--- config.mk ---
export PLATFORM = sky130hd
export DESIGN_NAME = seq_gen
export DESIGN_NICKNAME = d
export VERILOG_FILES = /design/src/rtl/seq_gen.sv
export SDC_FILE = /design/constraint.sdc
export NUM_CORES = 1
export LEC_CHECK = 0
export ABC_AREA = 1
export CORE_AREA = 2 2 93 95
export CTS_CLUSTER_SIZE = 14
export DETAILED_ROUTE_END_ITERATION = 16
export DIE_AREA = 0 0 95 97
export PLACE_DENSITY = 0.64
export SYNTH_ARGS = -nofsm -noshare
export SYNTH_HDL_FRONTEND = slang
export SYNTH_SLANG_ARGS = --single-unit
--- constraint.sdc ---
create_clock -name clk -period 3 [get_ports clk]
set_input_delay 0.3 -clock clk [delete_from_list [all_inputs] [get_ports clk]]
set_output_delay 0.3 -clock clk [all_outputs]
set_load 0.005 [all_outputs]
--- src/rtl/seq_gen.sv ---
// Random colour-sequence generator: LFSR-driven draws appended to a small
// sequence store, with an independent registered one-hot read port.
module seq_gen #(
    parameter int          N_COLORS = 4,
    parameter int          DEPTH    = 16,
    parameter logic [15:0] SEED     = 16'hACE1,
    localparam int         AW       = $clog2(DEPTH),
    localparam int         CW       = $clog2(N_COLORS)
) (
    input  logic                clk,
    input  logic                rst_n,
    input  logic                start_i,
    input  logic                append_i,
    input  logic                seed_load_i,
    input  logic [15:0]         seed_i,
    input  logic                rd_en_i,
    input  logic [AW-1:0]       rd_addr_i,
    output logic [N_COLORS-1:0] rd_data_o,
    output logic                rd_valid_o,
    output logic [AW:0]         length_o,
    output logic                full_o,
    output logic                busy_o
);

    localparam logic [1:0] IDLE  = 2'd0;
    localparam logic [1:0] DRAW  = 2'd1;
    localparam logic [1:0] WRITE = 2'd2;

    localparam logic [CW:0]         NC      = (CW+1)'(N_COLORS);
    localparam logic [AW:0]         DEPTH_L = (AW+1)'(DEPTH);
    localparam logic [N_COLORS-1:0] ONE     = N_COLORS'(1);

    logic [1:0]    state;
    logic [15:0]   lfsr;
    logic [15:0]   lfsr_nxt;
    logic [15:0]   seed_q;
    logic [15:0]   seed_new;
    logic [CW-1:0] draw_idx;
    logic [CW-1:0] idx;
    logic [CW-1:0] mem [DEPTH];

    always_comb begin
        lfsr_nxt = {lfsr[14:0], lfsr[15] ^ lfsr[13] ^ lfsr[12] ^ lfsr[10]};
        draw_idx = lfsr_nxt[CW-1:0];
        // A zero seed would lock the LFSR, so it falls back to the default.
        seed_new = (seed_i == 16'd0) ? SEED : seed_i;
    end

    assign full_o = (length_o == DEPTH_L);
    assign busy_o = (state != IDLE);

    always_ff @(posedge clk) begin
        if (!rst_n) begin
            state    <= IDLE;
            length_o <= '0;
            lfsr     <= SEED;
            seed_q   <= SEED;
            idx      <= '0;
        end else begin
            if (seed_load_i)
                seed_q <= seed_new;
            if (start_i) begin
                state    <= IDLE;
                length_o <= '0;
                lfsr     <= seed_load_i ? seed_new : seed_q;
            end else begin
                case (state)
                    IDLE: if (append_i && !full_o) state <= DRAW;
                    DRAW: begin
                        // Out-of-range indices are rejected and redrawn.
                        lfsr <= lfsr_nxt;
                        if ({1'b0, draw_idx} < NC) begin
                            idx   <= draw_idx;
                            state <= WRITE;
                        end
                    end
                    WRITE: begin
                        length_o <= length_o + 1'b1;
                        state    <= IDLE;
                    end
                    default: state <= IDLE;
                endcase
            end
        end
    end

    always_ff @(posedge clk) begin
        if (rst_n && !start_i && state == WRITE)
            mem[length_o[AW-1:0]] <= idx;
    end

    // Read port sees the pre-write length, so a same-cycle write stays hidden.
    always_ff @(posedge clk) begin
        if (!rst_n) begin
            rd_valid_o <= 1'b0;
            rd_data_o  <= '0;
        end else if (rd_en_i) begin
            rd_valid_o <= 1'b1;
            rd_data_o  <= ({1'b0, rd_addr_i} < length_o) ? (ONE << mem[rd_addr_i]) : '0;
        end else begin
            rd_valid_o <= 1'b0;
        end
    end

endmodule
==> impl_table.tex <==
\begin{tabular}{lr}
\hline
Metric & Value \\
\hline
\multicolumn{2}{l}{\textbf{Critical path}} \\
Worst flop-to-flop path startpoint & length\_o[2]\$\_SDFFE\_PP0N\_ \\
Crit Path Category & register to primary output \\
Worst Reg2Reg Path Length in Cells & 9 \\
Critical path capture point type & primary output \\
Data required time at the worst endpoint & 2700 ps \\
Worst R2R Setup Slack & between 1000 and 1500 ps \\
Startpoint type of the worst setup path & register \\
Maximum fanout along the worst path & 6 \\
Worst reg2reg endpoint & rd\_data\_o[2]\$\_SDFFE\_PN0P\_ \\
Crit path DAT & roughly 1800 ps \\
\multicolumn{2}{l}{\textbf{Detailed routing}} \\
Starting DRC count in detailed routing & around 140 \\
Drc violations & 0 \\
Average detailed-routed wire length per instance & 13.6 um \\
Via/cell ratio & 4.98 \\
Final antenna-violating net count & 0 \\
Final WL & 7750 um \\
Via count & 2833 \\
Detailed-router iteration count before antenna repair & 4 \\
\multicolumn{2}{l}{\textbf{Finish}} \\
Final Util & 0.508 \\
Fraction of layout cells with a size suffix above 1 & 0.0647 \\
Area of the multi-input gates & 1270 um2 \\
Area occupied by registers & about 1900 um2 \\
Ant. Diodes & 0 \\
Final design instance area without fill & 4130 um2 \\
Commonest non-fill, non-tap cells in the layout & 102 x nand2\_1, 61 x inv\_1, 46 x dfxtp\_1 \\
Leading cell type in the layout, fill and taps excluded & nand2\_1 \\
Final \#Nets & approximately 490 \\
Number of fill cells in the layout & 760 \\
Area growth, synth to finish & 18.2\% \\
\multicolumn{2}{l}{\textbf{Timing}} \\
Worst-Margin Slew & 689 ps \\
Worst max-slew margin expressed relative to the limit & 0.539 \\
Final worst clock skew & $\sim$16 ps \\
RSZ-0062 raised after global routing & no \\
Pins Over Slew Limit & 0 \\
Final Hold Fails & 0 \\
Final setup vio count & 0 \\
Smallest hold slack & 459 ps \\
Time the worst path needs with I/O delays and setup & 2130 ps \\
Post-route clock period utilization & 0.710 \\
Setup TNS after final layout & 0 ps \\
Top achievable clock speed & 0.469 GHz \\
\multicolumn{2}{l}{\textbf{Floorplanning}} \\
Area enclosed by the die boundary & just over 9000 um2 \\
Total I/O pin count & 38 \\
Die boundary width & 95 um \\
Die height & 97 um \\
Core Footprint & 8130 um2 \\
Site row count & 33 \\
Initial Utilization & 0.430 \\
\multicolumn{2}{l}{\textbf{Job}} \\
Max-cap violation count & 0 \\
\multicolumn{2}{l}{\textbf{Pwr}} \\
Share of total power consumed by net switching & 0.241 \\
Switching power summed over all nets & 0.507 mW \\
Power per cell area & 510 nW/um2 \\
Proportion of power drawn by flip-flops and latches & 0.545 \\
Clk network pwr share & 0.363 \\
Combinational fraction of design power & 0.092 \\
Lkg Pwr & 1.71 nW \\
Power Internal & 1.60 mW \\
Maximum vdd drop & 0.285 mV \\
\multicolumn{2}{l}{\textbf{Placement}} \\
IO Port Bufs & 37 \\
Final estimated routing congestion in global placement & 0.801 \\
Total half-perimeter wirelength after legalization and detailed placement & 5550 um \\
Standard cell area after detailed placement & 3940 um2 \\
\multicolumn{2}{l}{\textbf{Synthesis}} \\
Instance count of the mapped netlist & 421 \\
Yosys warnings & 0 \\
Post-synthesis instance area & roughly 3500 um2 \\
Sequential cell area fraction in the yosys report & 0.538 \\
Count of cell types in the netlist & 34 \\
Avg Cell Area, Syn & 8.30 um2 \\
Register bit count reported by yosys & 78 \\
Post-Syn Nets & approximately 450 \\
\multicolumn{2}{l}{\textbf{GRT}} \\
Via count of the first global-routing pass & 2754 \\
First-pass GRT wire length & roughly 13000 um \\
Combined global-route utilization of all metal layers & 0.181 \\
Pin count of the biggest net entering global routing & 23 \\
Grt total ovfl & 0 \\
Antenna violations before repair & 0 \\
\multicolumn{2}{l}{\textbf{Clock network}} \\
Clock Latency Late Sink & 340 ps \\
Cts bufs inserted & 9 \\
Clock tree from TritonCTS & yes \\
Clk pin slew, worst setup/hold paths & 80 ps \\
Cts hold-fix bufs & 0 \\
Maximum level of the CTS H-tree & 3 \\
Sinks on Clock Net & 78 \\
Cells resized by post-CTS repair & 0 \\
Buffer cell driving the clock tree root & clkbuf\_8 \\
Post-CTS setup buffer count & 0 \\
Maximum buffer depth of the clock tree & 2 \\
\multicolumn{2}{l}{\textbf{Min path}} \\
Hold-critical path endpoint & seed\_q[5]\$\_SDFF\_PN1\_ \\
Worst Hold Class & register to register \\
Hold path startpoint & seed\_q[5]\$\_SDFF\_PN1\_ \\
Instance count along the most critical hold path & 2 \\
\multicolumn{2}{l}{\textbf{Run status}} \\
Status & complete, no violations \\
\hline
\end{tabular}
-- through the flow --
step,worst slack [ps],power [mW],std cells
6_report,869,2.10,569
5_1_grt,779,2.20,569
4_1_cts,868,2.12,569
3_5_place_dp,734,1.37,553
3_3_place_gp,710,1.36,553
2_1_floorplan,1530,1.29,421
-- flip-flops by register name (all words and copies together) (netlist names) --
signal and count:
rd_data_o 4, lfsr 16, idx 2, mem 32, rd_valid_o 1, length_o 5
seed_q 16, state 2
-- worst max path at each step --
stage / startpoint / end
3_5_place_dp: rd_addr_i[0] / rd_data_o[1]$_SDFFE_PN0P_
6_report: length_o[2]$_SDFFE_PP0N_ / full_o
5_1_grt: length_o[0]$_SDFFE_PP0N_ / full_o
2_1_floorplan: rst_n / mem[13][0]$_DFFE_PP_
4_1_cts: length_o[2]$_SDFFE_PP0N_ / full_o
3_3_place_gp: rd_addr_i[0] / rd_data_o[2]$_SDFFE_PN0P_
-- worst max-delay path, cell delays in order, from the launching register on --
cell	delay, ps
dfxtp_1	360
inv_1	180
nand2_1	220
nor2_1	200
clkdlybuf4s50_1	540
-- cells by family (layout without fill, tap and decap cells) --
group | count (synthesis) | count (layout) | share of synthesized area
AO/OA/AOI/OAI | 54 | 54 | 0.0924
AND/OR/NAND/NOR | 199 | 199 | 0.238
XOR/XNOR | 3 | 3 | 0.00752
flip-flops | 78 | 78 | 0.538
adder cells (fa/ha/maj) | 7 | 7 | 0.0251
buffers and inverters | 80 | 123 | 0.0985
-- power groups by stage --
stage	combinational (mW)	sequential, mW	clock (mW)
final	0.194	1.15	0.763
after CTS	0.195	1.15	0.782
after global routing	0.218	1.15	0.828
after detailed placement	0.194	1.17	0
after floorplan	0.124	1.17	0
after global placement	0.191	1.17	0
-- cells in the mapped netlist --
cell type  count  area (um2)
o21ai_0       20         100
nand3_1       37         185
nor4b_1        1        8.76
a22o_1         5        43.8
nor2_1        43         161
clkbuf_2       1        5.00
edfxtp_1      32         961
buf_8          1        15.0
dfxtp_1       46         921
clkbuf_1       5        18.8
o2bb2ai_1      1        8.76
a31oi_1        1        6.26
buf_6          2        22.5
ha_1           7        87.6
buf_4          2        15.0
inv_2          3        11.3
o22ai_1        2        12.5
inv_6          1        8.76
nor2_2         1        6.26
nand4_1        1        6.26
nand2_2        4        25.0
buf_2          3        15.0
inv_1         61         229
or2_2          1        6.26
xnor2_1        2        17.5
xor2_1         1        8.76
a21oi_1       17        85.1
buf_1          1        3.75
o21ai_1        1        5.00
o221ai_1       2        17.5
nand2_1      102         383
nor3_1         8        40.0
nand3_2        1        10.0
a221oi_1       5        43.8
-- final cells by class --
cell class	count	area share
multi-input combinational	263	0.307
clock buffer	10	0.0309
inverter	65	0.0603
clock inverter	6	0.0152
timing repair buffer	42	0.0988
sequential	78	0.456
tap	105	0.0318
-- layer usage --
layer / GRT usage / routed length [um] / up-vias
met5: 0 / 0 / -
met4: 0.0580 / 86 / 0
met3: 0.0327 / 346 / 7
met2: 0.279 / 3590 / 63
met1: 0.257 / 3720 / 1329
li1: - / - / 1434
(Power assumes the default switching activity.)
